### config.mk
export PLATFORM = sky130hd
export DESIGN_NAME = ram_loader_flat
export DESIGN_NICKNAME = d
export VERILOG_FILES = /design/src/rtl/ram_loader_if.sv /design/src/rtl/ram_loader.sv /design/src/flat_wrapper.sv
export SDC_FILE = /design/constraint.sdc
export NUM_CORES = 1
export LEC_CHECK = 0
export BUFFER_PORTS_ARGS = -buffer_cell sky130_fd_sc_hd__buf_2
export CAP_MARGIN = 20
export CORE_UTILIZATION = 55
export DETAILED_ROUTE_END_ITERATION = 12
export PLACE_DENSITY = 0.79
export SYNTH_ARGS = -nofsm -noshare
export SYNTH_HDL_FRONTEND = slang
export SYNTH_SLANG_ARGS = --single-unit
export TNS_END_PERCENT = 30
### constraint.sdc
create_clock -name clk -period 4.1 [get_ports clk]
set_input_delay 0.41 -clock clk [delete_from_list [all_inputs] [get_ports clk]]
set_output_delay 0.41 -clock clk [all_outputs]
set_load 0.05 [all_outputs]
### src/rtl/ram_loader_if.sv
// Byte-stream input and RAM write-port bundle for ram_loader.
// The master side is the loader: it sinks the stream and drives the RAM strobes.
interface ram_loader_if;
  logic [7:0] in_data;
  logic       in_valid;
  logic       in_ready;
  logic [7:0] bas;
  logic       wsa;
  logic [7:0] bis;
  logic       ws;

  modport master (
    input  in_data, in_valid,
    output in_ready, bas, wsa, bis, ws
  );

  modport slave (
    output in_data, in_valid,
    input  in_ready, bas, wsa, bis, ws
  );
endinterface

### src/rtl/ram_loader.sv
// Boot loader: takes a length/payload/checksum frame from a ready/valid byte stream
// and writes the payload into RAM through the MAR-set and data-write strobes.
module ram_loader #(
  parameter logic [7:0] BASE_ADDR = 8'h00,
  parameter bit         CHECK_EN  = 1'b1
) (
  input  logic         clk,
  input  logic         reset,
  input  logic         start,
  ram_loader_if.master bus,
  output logic         cpu_hold,
  output logic         done,
  output logic         err,
  output logic         busy
);

  typedef enum logic [3:0] {
    StIdle, StLen, StByte, StSetA, StHoldA, StWr, StRelW, StCsum, StDone, StErr
  } state_e;

  state_e     state;
  logic [7:0] addr;
  logic [7:0] sum;
  logic [8:0] cnt;  // 9 bits so a zero length byte can stand for 256

  logic xfer;
  assign xfer = bus.in_valid & bus.in_ready;

  always_ff @(posedge clk) begin
    if (reset) begin
      state        <= StIdle;
      addr         <= 8'h00;
      sum          <= 8'h00;
      cnt          <= 9'd0;
      bus.in_ready <= 1'b0;
      bus.bas      <= 8'h00;
      bus.wsa      <= 1'b0;
      bus.bis      <= 8'h00;
      bus.ws       <= 1'b0;
      cpu_hold     <= 1'b1;
      done         <= 1'b0;
      err          <= 1'b0;
      busy         <= 1'b0;
    end else begin
      unique case (state)
        StIdle, StDone, StErr: begin
          if (start) begin
            state        <= StLen;
            addr         <= BASE_ADDR;
            sum          <= 8'h00;
            bus.in_ready <= 1'b1;
            cpu_hold     <= 1'b1;
            done         <= 1'b0;
            err          <= 1'b0;
            busy         <= 1'b1;
          end
        end
        StLen: begin
          if (xfer) begin
            cnt   <= (bus.in_data == 8'd0) ? 9'd256 : {1'b0, bus.in_data};
            state <= StByte;
          end
        end
        StByte: begin
          if (xfer) begin
            bus.bis      <= bus.in_data;
            sum          <= sum + bus.in_data;
            bus.in_ready <= 1'b0;
            bus.bas      <= addr;
            bus.wsa      <= 1'b1;
            state        <= StSetA;
          end
        end
        StSetA: begin
          bus.wsa <= 1'b0;
          state   <= StHoldA;
        end
        StHoldA: begin
          bus.ws <= 1'b1;
          state  <= StWr;
        end
        StWr: begin
          bus.ws <= 1'b0;
          state  <= StRelW;
        end
        StRelW: begin
          addr <= addr + 8'd1;
          cnt  <= cnt - 9'd1;
          if (cnt != 9'd1) begin
            bus.in_ready <= 1'b1;
            state        <= StByte;
          end else if (CHECK_EN) begin
            bus.in_ready <= 1'b1;
            state        <= StCsum;
          end else begin
            done     <= 1'b1;
            busy     <= 1'b0;
            cpu_hold <= 1'b0;
            state    <= StDone;
          end
        end
        StCsum: begin
          if (xfer) begin
            bus.in_ready <= 1'b0;
            busy         <= 1'b0;
            if (bus.in_data == sum) begin
              done     <= 1'b1;
              cpu_hold <= 1'b0;
              state    <= StDone;
            end else begin
              err      <= 1'b1;
              cpu_hold <= 1'b1;
              state    <= StErr;
            end
          end
        end
        default: state <= StIdle;
      endcase
    end
  end

endmodule
### src/flat_wrapper.sv
// flat-port wrapper written by rule: the top's interface ports become plain ports
module ram_loader_flat 
#(
  parameter logic [7:0] BASE_ADDR = 8'h00,
  parameter bit         CHECK_EN  = 1'b1
)
  (clk, reset, start, cpu_hold, done, err, busy, bus_in_data, bus_in_valid, bus_in_ready, bus_bas, bus_wsa, bus_bis, bus_ws);
  ram_loader_if bus_i ();
  input  logic clk;
  input  logic reset;
  input  logic start;
  output logic cpu_hold;
  output logic done;
  output logic err;
  output logic busy;
  input wire logic [$bits(bus_i.in_data)-1:0] bus_in_data;
  input wire logic [$bits(bus_i.in_valid)-1:0] bus_in_valid;
  output wire logic [$bits(bus_i.in_ready)-1:0] bus_in_ready;
  output wire logic [$bits(bus_i.bas)-1:0] bus_bas;
  output wire logic [$bits(bus_i.wsa)-1:0] bus_wsa;
  output wire logic [$bits(bus_i.bis)-1:0] bus_bis;
  output wire logic [$bits(bus_i.ws)-1:0] bus_ws;
  assign bus_i.in_data = bus_in_data;
  assign bus_i.in_valid = bus_in_valid;
  assign bus_in_ready = bus_i.in_ready;
  assign bus_bas = bus_i.bas;
  assign bus_wsa = bus_i.wsa;
  assign bus_bis = bus_i.bis;
  assign bus_ws = bus_i.ws;
  ram_loader #(.BASE_ADDR(BASE_ADDR), .CHECK_EN(CHECK_EN)) u_core (.clk(clk), .reset(reset), .start(start), .bus(bus_i), .cpu_hold(cpu_hold), .done(done), .err(err), .busy(busy));
endmodule
# Word level (Yosys, flattened, before mapping)

Index checks and enable logic that the tools add are counted.

Input port bits: 12
Output and inout port bits: 23
Register bits: 52
Logic and storage cells: 87

Equal/unequal tests: 18
Bitwise gates (word level): 1
Muxes and demuxes: 31
Reduce and logical (&&, ||, !) cells: 21
Add/sub/neg operators: 3

Operator list:

| cell                                                 | number |
|---|---|
| one-hot mux 4 bit (8 select lines)                   | 1 |
| one-hot mux 8 bit (2 select lines)                   | 2 |
| two-way mux 9 bit                                    | 2 |
| one-hot mux 9 bit (2 select lines)                   | 1 |
| equality test 4 x 3 -> 1 bit (second input constant) | 4 |
| two-way mux 4 bit                                    | 4 |
| two-way mux 8 bit                                    | 2 |
| one-hot mux 1 bit (2 select lines)                   | 6 |
| AND reduction 4 bit                                  | 3 |
| nonzero test 2 bit                                   | 6 |
| two-way mux 1 bit                                    | 11 |
| != test 2 x 1 -> 1 bit (second input constant)       | 5 |
| != test 9 x 1 -> 1 bit (second input constant)       | 1 |
| AND reduction 3 bit                                  | 3 |
| subtractor 9 x 1 -> 9 bit (second input constant)    | 1 |
| adder 8 x 1 -> 8 bit (second input constant)         | 1 |
| adder 8 bit                                          | 1 |
| equality test 4 x 2 -> 1 bit (second input constant) | 2 |
| equality test 4 bit (second input constant)          | 2 |
| equality test 8 bit                                  | 1 |
| zero test 8 bit                                      | 1 |
| AND reduction 2 bit                                  | 4 |
| equality test 4 x 1 -> 1 bit (second input constant) | 1 |
| zero test 4 bit                                      | 1 |
| 7 further kinds                                      | 8 |

# Logic depth before layout (Yosys ltp)

Gate-level depths: netlist of run 1.

Word-level depth: 4
Depth in mapped cells: 7
Depth with buffers taken out: 7

# Worst setup path after synthesis of run 1

OpenSTA, ideal clock, no wires.

Kind: in2reg
Start: in bus_in_data[4]
End: reg u_core.sum[7]
Stages on the path: 6
Data arrival time: 1.904 ns
Setup slack: 2.138 ns
Setup time: 0.059 ns
Data required time: 4.041 ns
Buffers on the path: 0
Cells stage by stage: ha_1 a21o_1 a31o_2 or4_4 a211oi_2 a31o_1

Longest elaborated chain between the ends: 3

RTL lines:

| element                            | RTL line           | text |
|---|---|---|
| start: declaration                 | flat_wrapper.sv:16 | `input wire logic [$bits(bus_i.in_data)-1:0] bus_in_data;` |
| adder 8 bit                        | ram_loader.sv:67   | `sum <= sum + bus.in_data;` |
| two-way mux 8 bit                  | ram_loader.sv:65   | `if (xfer) begin` |
| one-hot mux 8 bit (2 select lines) | ram_loader.sv:45   | `unique case (state)` |
| end signal: assignment             | ram_loader.sv:67   |  |
| end: declaration                   | ram_loader.sv:23   | `logic [7:0] sum;` |

No other way between the ends. The select of a mux whose other input is x is not followed.
A chain may end at the register's enable or synchronous reset.

# Final worst setup path of run 1

Start: reg u_core.state[1]
End: reg u_core.sum[3]

Longest elaborated chain between the ends: 4
Elaborated cells between the ends (all ways): 10
Those cells by class: eq/ne: 5; mux: 1; reduce/logical: 4

RTL lines:

| element                                                              | RTL line         | text |
|---|---|---|
| start: declaration                                                   | ram_loader.sv:21 | `state_e state;` |
| start signal: assignment                                             | ram_loader.sv:31 | `state <= StIdle;` |
| start signal: assignment                                             | ram_loader.sv:48 | `state <= StLen;` |
| start signal: assignment                                             | ram_loader.sv:61 | `state <= StByte;` |
| equality test 4 bit / zero test 4 bit (equally long branches)        | ram_loader.sv:45 |  |
| OR reduction 3 bit                                                   | ram_loader.sv:45 |  |
| != test 2 bit (no line) / nonzero test 2 bit (equally long branches) | n/a              |  |
| AND reduction 3 bit (no line)                                        | n/a              |  |

Parallel ways exist; a longest one is shown, timed or not.

==> metrics.txt, run 1 <==
violated checks design-rule violations; core area between 4000 and 5000 sq um; root buf cell clkbuf_8; Congestion Overflow GR 0; Fin Hold WS 0.379 ns; Ports 35; first-pass GRT wire length 10.1 mm; syn nets around 340; cells after synthesis 313; Slew headroom 0.342; critical path launch point type flop; Layout Cells excl Fill ~390; Die Wd 70.8 microns; Net Sw Power 0.000430 W; Starting Density 0.585; leakage power about 1.1 nW; Synth warnings 0; cell area after synthesis 2600 sq um; Post-CTS Setup Inserts 0; upper clock frequency limit between 0.4 and 0.5 GHz; FF-to-FF End u_core.sum[3]; R2R setup slack 1.64 ns; commonest cells after routing, fill and taps aside 52 x dfxtp_1, 47 x nand2_1, 40 x a21oi_1; Num CTS Buffers 5; minimum clock period after layout 2.46 ns; clk sinks 52; Comb pwr share 0.269; worst hold path class in -> reg; DRC violations left 4; endpoints failing setup 0; Skew-Pair Late Insertion Delay 0.31 ns; Die ar. around 5000 sq um; critical path class reg -> reg; Site Rows 24; sw frac 0.359; worst r2r src u_core.state[1]; htree depth 2; DR pass1 iterations 9; WP data required around 4.3 ns; pin count of the biggest net entering global routing 57; unrepaired setup endpoints after global routing false; CTS tree done; post-synthesis sequential area ratio 0.400; # port buffers 34; Flop pwr share 0.499; vias in the first global route 2204; Hold Path Stages 3; PD cells 425 nW/um^2; internal power 0.000769 W; Routed wire per std cell 14.8 microns; Top FF cell, synth dfxtp_1; fin. max-slew vios 0; post-cts resize count 0; CP max FO 24; Die Height 70.8 microns; Area Growth Syn to Fin 8.51%; Placed Cells 380; hold path start bus_in_data[6]; Vias 2313; Final ANT Viol Nets 0; Seq cells post-synth 52; Post-layout nets 358; initial antenna violation count 0; GRT Overall Usage 0.252; Clock power frac 0.232; crit end category flop; most common cell after layout, fill and taps aside dfxtp_1; status complete, but fails checks; GP Congestion 0.865; Clock Skews between 0.006 and 0.007 ns; hold worst-path end u_core.bus.bis[6]; Post-DP HPWL 3.90 mm; Routed WL 5.73 mm; syn_area_per_cell 8.31 sq um; First DRT Iteration DRCs 208; IR drop worst, VDD roughly 230 uV; Post-synth EDFFs 0; # diodes 0; fin crit share 0.600; async set or reset register ratio after synthesis 0; Hold Vio Cnt, Final 0; setup TNS 0 ns; clock buffer depth 2; max_cap viols 0; FF-to-FF path depth 5; CTS Hold Buffers Added 0; synth unique cells 57; share of layout cells above drive strength 1 0.155; Vias/cell ~6; worst slew pin tran 0.987 ns; CP arrival 2.63 ns; Worst-path clk slew 0.09 ns
[synthesized netlist by cell type, types with 3 or more instances]
cell type	number	area [sq um]
nor3_1	10	50.1
a21oi_1	40	200
and3_1	3	18.8
nand3b_1	5	37.5
nor4_1	3	18.8
a211oi_1	3	22.5
a22oi_1	6	45.0
a31oi_1	6	37.5
inv_1	3	11.3
dfxtp_1	52	1040
nand2_1	47	176
buf_2	4	20.0
nor2_1	27	101
or3_1	3	18.8
a21o_1	3	22.5
nand4_1	3	18.8
ha_1	10	125
o21ai_0	5	25.0
xor2_1	6	52.6
o211ai_1	3	22.5
clkbuf_1	12	45.0
nand3_1	15	75.1
xnor2_1	4	35.0
[registers in the layout (all words and copies together), names as in the netlist]
register and cells:
u_core.cnt 9, u_core.addr 8, u_core.bus.bas 8, u_core.bus.bis 8
u_core.sum 8, u_core.state 4, u_core.bus.in_ready 1, u_core.bus.ws 1
u_core.bus.wsa 1, u_core.busy 1, u_core.cpu_hold 1, u_core.done 1
u_core.err 1
[metal layers]
metal  track usage  share of wire  vias up
li1              -              -     1168
met1         0.337           0.46     1095
met2         0.405           0.49       44
met3        0.0442          0.046        6
met4         0.100         0.0073        0
met5             0              0        -
[area by class of cell]
type,count,area [sq um]
clock inverters,1,5.00
repair buffers,34,170
multi-input cells,239,1460
fillers,403,1620
well taps,52,65.1
flip-flops and latches,52,1040
clock buffers,6,72.6
inverters,3,11.3
[metrics by stage]
stage | setup WS, ns | total power (W) | instance area, sq um | util
after detailed placement | 1.67 | 0.000927 | 2750 | 0.618
final | 1.64 | 0.00120 | 2820 | 0.635
after global routing | 1.38 | 0.00127 | 2820 | 0.635
after CTS | 1.66 | 0.00120 | 2820 | 0.635
after global placement | 1.78 | 0.000917 | 2750 | 0.618
after floorplan | 2.14 | 0.000870 | 2600 | -
[critical path: stages, from the launching register on]
cell and delay [ns]:
dfxtp_1 0.64, and2b_1 0.28, and3_1 0.78, nor2_1 0.30, a22oi_1 0.25, nor2_1 0.05
[how the worst max path moves through the flow]
stage / start / endpoint / slack, ns
floorplan: bus_in_data[4] / u_core.sum[7] / 2.14
detailed placement: u_core.state[1] / u_core.sum[2] / 1.67
global route: u_core.state[1] / u_core.sum[4] / 1.38
global placement: u_core.state[1] / u_core.sum[4] / 1.78
finish: u_core.state[1] / u_core.sum[3] / 1.64
CTS: u_core.state[1] / u_core.sum[2] / 1.66
[cells by family (layout without fill, tap and decap cells)]
| logic type | after synthesis | count (layout) | share of synthesized area |
|---|---|---|---|
| compound gates | 82 | 82 | 0.198 |
| xor+xnor | 10 | 10 | 0.0337 |
| fa+ha+maj | 11 | 11 | 0.0558 |
| buf+inv | 22 | 44 | 0.0394 |
| flops | 52 | 52 | 0.400 |
| mux | 2 | 2 | 0.00818 |
| simple gates | 134 | 134 | 0.265 |
[power groups by stage]
stage | clock network [W] | registers [W] | logic, W
2_1_floorplan | 0 | 0.000612 | 0.000258
3_3_place_gp | 0 | 0.000607 | 0.000310
3_5_place_dp | 0 | 0.000610 | 0.000317
4_1_cts | 0.000285 | 0.000598 | 0.000322
5_1_grt | 0.000302 | 0.000606 | 0.000360
6_report | 0.000278 | 0.000598 | 0.000323
No activity file was read; power rests on OpenSTA's default activity.
==> run 2: changes to the inputs <==
--- a/config.mk
+++ b/config.mk
@@ -7,9 +7,9 @@
 export LEC_CHECK = 0
 export BUFFER_PORTS_ARGS = -buffer_cell sky130_fd_sc_hd__buf_2
 export CAP_MARGIN = 20
-export CORE_UTILIZATION = 55
+export CORE_UTILIZATION = 51
 export DETAILED_ROUTE_END_ITERATION = 12
-export PLACE_DENSITY = 0.79
+export PLACE_DENSITY = 0.77
 export SYNTH_ARGS = -nofsm -noshare
 export SYNTH_HDL_FRONTEND = slang
 export SYNTH_SLANG_ARGS = --single-unit
==> constraint.sdc (replaced) <==
create_clock -name clk -period 2.2 [get_ports clk]
set_input_delay 0.22 -clock clk [delete_from_list [all_inputs] [get_ports clk]]
set_output_delay 0.22 -clock clk [all_outputs]
set_load 0.05 [all_outputs]
==> run 2 against run 1 <==
  * The run now ends clean
  * Die area is 7.6% higher
  * Critical path type unchanged
  * Hold slack worse by 0.19 ns
  * Clock power is 130% higher
  * Flip-flop and latch count stayed put
  * Critical endpoint is now u_core.sum[7]
  * Clock skew is 0.00055 ns lower
  * Setup slack worse by 1.4 ns
  * Non-clock buffer count is 11 higher
  * Highest routed layer unchanged
==> metrics.txt, run 2 (same netlist as run 1, synthesis figures left out) <==
Clock power frac 0.268; Num CTS Buffers 5; # diodes 0; WP data required 2.46 ns; Die ar. 5390 sq um; Routed wire per std cell 13.7 microns; unrepaired setup endpoints after global routing false; status completed; Post-DP HPWL 3.99 mm; GP Congestion 0.820; internal power roughly 0.0016 W; final instance area 2950 sq um; upper clock frequency limit 0.515 GHz; CP arrival 2.20 ns; DRC violations left 0; post-cts resize count 0; worst setup margin 0.258 ns; FF-to-FF path depth 6; sw frac 0.337; clk sinks 52; Die Height roughly 73 microns; Die Wd 73.4 microns; DR pass1 iterations 4; htree depth 2; Routed WL between 5 and 6 mm; fin crit share 0.883; Hold Vio Cnt, Final 0; GRT Overall Usage 0.232; critical path launch point type flop; CTS Hold Buffers Added 0; clock buffer depth 2; Flop pwr share 0.455; First DRT Iteration DRCs 170; pre-CTS setup slack roughly 0.22 ns; IR drop worst, VDD 411 uV; max_cap viols 0; Area Growth Syn to Fin 13.6%; Skew-Pair Late Insertion Delay 0.31 ns; placement-stage cell area 2850 sq um; worst slew pin tran just under 1 ns; crit end category flop; root buf cell clkbuf_8; worst hold path class in -> reg; minimum clock period after layout around 2 ns; Congestion Overflow GR 0; Post-CTS Setup Inserts 0; Post-layout nets roughly 370; # port buffers 34; share of layout cells above drive strength 1 0.184; Vias/cell 5.70; Comb pwr share 0.277; critical path class reg -> reg; initial antenna violation count 0; fin. max-slew vios 0; pin count of the biggest net entering global routing 57; leakage power 1.15 nW; Ports 35; Final ANT Viol Nets 0; core area 4820 sq um; PD cells 819 nW/um^2; setup TNS 0 ns; Vias ~2400; most common cell after layout, fill and taps aside dfxtp_1; Hold Path Stages 3; Site Rows 25; endpoints failing setup 0; Slew headroom 0.355; Biggest register u_core.cnt; Net Sw Power 0.000814 W; commonest cells after routing, fill and taps aside 52 x dfxtp_1, 47 x nand2_1, 40 x a21oi_1; CTS tree done; first-pass GRT wire length 9.63 mm; max reg flops 9; vias in the first global route between 2000 and 2500; Worst-path clk slew 0.09 ns; Clock Skews 0.00632 ns; Starting Density 0.540; CP max FO 6
run 2: cell types whose count changed in the layout (fill, tap and decap cells not counted):
cell       before  now
bufinv_16       0    1
buf_4           0   11
run 2: area by class of cell:
type | count | area [sq um]
Fill cell | 453 | 1860
Tap cell | 67 | 83.8
Clock inverter | 2 | 35.0
Multi-Input combinational cell | 239 | 1460
Inverter | 3 | 11.3
Sequential cell | 52 | 1040
Clock buffer | 6 | 72.6
Timing Repair Buffer | 45 | 253
run 2: through the flow:
| stage | std cells | power [W] | hold slack (ns) | util |
|---|---|---|---|---|
| floorplan | 313 | 0.00162 | 0.356 | - |
| global placement | 406 | 0.00177 | 0.439 | 0.591 |
| detailed placement | 406 | 0.00179 | 0.445 | 0.591 |
| CTS | 414 | 0.00244 | 0.178 | 0.613 |
| global route | 414 | 0.00255 | 0.191 | 0.613 |
| finish | 414 | 0.00242 | 0.186 | 0.613 |
run 2: worst max-delay path, stage by stage, from the launching register on:
cell,delay (ns)
dfxtp_1,0.33
ha_1,0.35
a21o_1,0.20
a31o_2,0.25
or4_4,0.42
a211oi_2,0.23
a31o_1,0.12
run 2: path summary, 6_finish.rpt:
path / from / to / slack [ns]
hold / removal: bus_in_data[6] / u_core.bus.bis[6] / 0.19
setup / recovery: u_core.sum[4] / u_core.sum[7] / 0.26
hold reg to reg: u_core.bus.bas[4] / u_core.bus.bas[4] / 0.45
setup reg to reg: u_core.sum[4] / u_core.sum[7] / 0.26
run 2: per-layer routing:
metal / wire length [microns] / share of wire / track usage
met4: 54 / 0.0095 / 0.0641
met3: 232 / 0.041 / 0.0412
met5: 0 / 0 / 0
met2: 2610 / 0.46 / 0.380
met1: 2790 / 0.49 / 0.315
run 2: power groups by stage:
stage / logic, W / registers, W / clock network (W)
after detailed placement: 0.000670 / 0.00112 / 0
after CTS: 0.000673 / 0.00110 / 0.000665
after global routing: 0.000737 / 0.00111 / 0.000703
after floorplan: 0.000481 / 0.00114 / 0
after global placement: 0.000654 / 0.00112 / 0
final: 0.000669 / 0.00110 / 0.000648
==> run 3: changes to the inputs <==
--- a/config.mk
+++ b/config.mk
@@ -7,9 +7,10 @@
 export LEC_CHECK = 0
 export BUFFER_PORTS_ARGS = -buffer_cell sky130_fd_sc_hd__buf_2
 export CAP_MARGIN = 20
-export CORE_UTILIZATION = 51
+export CORE_UTILIZATION = 53
 export DETAILED_ROUTE_END_ITERATION = 12
-export PLACE_DENSITY = 0.77
+export PLACE_DENSITY = 0.76
+export SLEW_MARGIN = 20
 export SYNTH_ARGS = -nofsm -noshare
 export SYNTH_HDL_FRONTEND = slang
 export SYNTH_SLANG_ARGS = --single-unit
==> constraint.sdc (replaced) <==
create_clock -name clk -period 2.3 [get_ports clk]
set_input_delay 0.23 -clock clk [delete_from_list [all_inputs] [get_ports clk]]
set_output_delay 0.23 -clock clk [all_outputs]
set_load 0.05 [all_outputs]
==> run 3 against run 2 <==
  * Via count fell by 1.2%
  * First-iteration DRC count rose by 2.4%
  * Sequential power fell by 5%
  * Register-to-register slack improved by 0.10 ns
  * Flip-flop and latch count did not move
  * Setup slack improved by 0.10 ns
  * Critical path depth fell by 1
  * Core utilization rose by 0.82 points
  * Clock power fell by 3.2%
  * Final area fell by 0.64%
  * Largest power group unchanged
  * Fmax barely moved
  * Largest cell class unchanged
==> metrics.txt, run 3 (same netlist as run 1, synthesis figures left out) <==
CP max FO 15; Comb pwr share 0.265; Vias between 2000 and 2500; GP Congestion 0.860; # port buffers 34; unrepaired setup endpoints after global routing false; post-cts resize count 0; Worst-path clk slew 0.10 ns; Vias/cell 5.67; Ports 35; Net Sw Power 0.000780 W; htree depth 2; commonest cells after routing, fill and taps aside 52 x dfxtp_1, 47 x nand2_1, 40 x a21oi_1; minimum clock period after layout roughly 1.9 ns; share of layout cells above drive strength 1 0.180; M1 GR Usage 0.319; clk sinks 52; max reg flops 9; Slew headroom 0.350; Die Height a little over 70 microns; Routed WL 5.61 mm; upper clock frequency limit approximately 0.52 GHz; crit-path max cell delay 0.66 ns; Starting Density 0.551; Post-DP HPWL 3.88 mm; pin count of the biggest net entering global routing 57; Biggest register u_core.cnt; Congestion Overflow GR 0; Fin Hold WS 0.204 ns; cells along the critical path and2b_1 -> nand3_4 -> or4_4 -> a211oi_2 -> a31o_1; clock buffer depth 2; endpoints failing setup 0; fin crit share 0.844; Clock power frac 0.274; Die Wd 72.1 microns; GRT Overall Usage 0.230; final instance area 2940 sq um; critical path launch point type flop; CTS Hold Buffers Added 0; placement-stage cell area 2820 sq um; leakage power around 1.1 nW; worst slew pin tran 0.975 ns; critical path class reg -> reg; sw frac 0.341; CP arrival 2.19 ns; Post-layout nets ~370; met2 global-route usage 0.374; status completed; First DRT Iteration DRCs 174; IR drop worst, VDD 341 uV; CTS tree done; Post-CTS Setup Inserts 0; Num CTS Buffers 5; M3 GR Usage 0.0431; internal power between 0.0015 and 0.002 W; Die ar. 5190 sq um; crit end category flop; DRC violations left 0; worst hold path class in -> reg; fin. max-slew vios 0; root buf cell clkbuf_8; DR pass1 iterations 4; Hold Vio Cnt, Final 0; Routed wire per std cell 13.7 microns; PD cells around 780 nW/um^2; setup TNS 0 ns; Flop pwr share 0.461; slowest cell on the critical path dfxtp_1; vias in the first global route 2085; Final ANT Viol Nets 0; fill cell total of the finished layout 419; initial antenna violation count 0; core area between 4000 and 5000 sq um; Area Growth Syn to Fin 12.8%; most common cell after layout, fill and taps aside dfxtp_1; max_cap viols 0; Clock Skews 0.00841 ns; first-pass GRT wire length 9.55 mm; WP data required 2.55 ns; Site Rows 25; GR peak layer met2; Skew-Pair Late Insertion Delay ~0.30 ns; # diodes 0
[run 3: changes by cell type in the layout (fill, tap and decap cells not counted)]
cell and change:
clkbuf_1 -1, buf_4 -3, clkinvlp_4 +1
[run 3: cell type report]
cell class / count / area, sq um / area share
multi-input cells: 239 / 1460 / 0.497
clock inverters: 3 / 42.5 / 0.0145
well taps: 67 / 83.8 / 0.0286
clock buffers: 5 / 68.8 / 0.0234
flip-flops and latches: 52 / 1040 / 0.355
repair buffers: 42 / 230 / 0.0784
inverters: 3 / 11.3 / 0.00384
[run 3: power by group through the flow]
stage | clock, W | sequential, W | combinational (W)
final | 0.000627 | 0.00105 | 0.000606
after CTS | 0.000642 | 0.00105 | 0.000607
after global routing | 0.000674 | 0.00107 | 0.000678
after floorplan | 0 | 0.00109 | 0.000460
after global placement | 0 | 0.00107 | 0.000597
after detailed placement | 0 | 0.00107 | 0.000604
[run 3: metrics by stage]
stage	total power [W]	std cells	utilization	setup WS (ns)
after floorplan	0.00155	313	-	0.358
after global placement	0.00167	403	0.598	0.327
after detailed placement	0.00168	403	0.598	0.299
after CTS	0.00230	411	0.621	0.354
after global routing	0.00242	411	0.621	0.142
final	0.00229	411	0.621	0.359
[run 3: routing by layer]
metal	part of all wire	vias to the layer above	routed length, microns
li1	-	1188	-
met1	0.49	1090	2770
met2	0.47	52	2620
met3	0.035	2	195
met4	0.0048	0	27
met5	0	-	0
[run 3: final timing paths]
path	startpoint	endpoint	slack, ns	cells after the start
worst max register to register	u_core.state[1]	u_core.sum[7]	0.36	5
worst min-delay path	bus_in_data[3]	u_core.bus.bis[3]	0.20	3
worst min register to register	u_core.bus.bas[3]	u_core.bus.bas[3]	0.46	2
worst max-delay path	u_core.state[1]	u_core.sum[7]	0.36	5
[run 3: worst max-delay path, delay by kind of cell (launching register included)]
| kind | cells | cell delay [ns] |
|---|---|---|
| DFF | 1 | 0.66 |
| and+or+nand+nor | 3 | 0.89 |
| AOI/OAI and AO/OA | 2 | 0.34 |
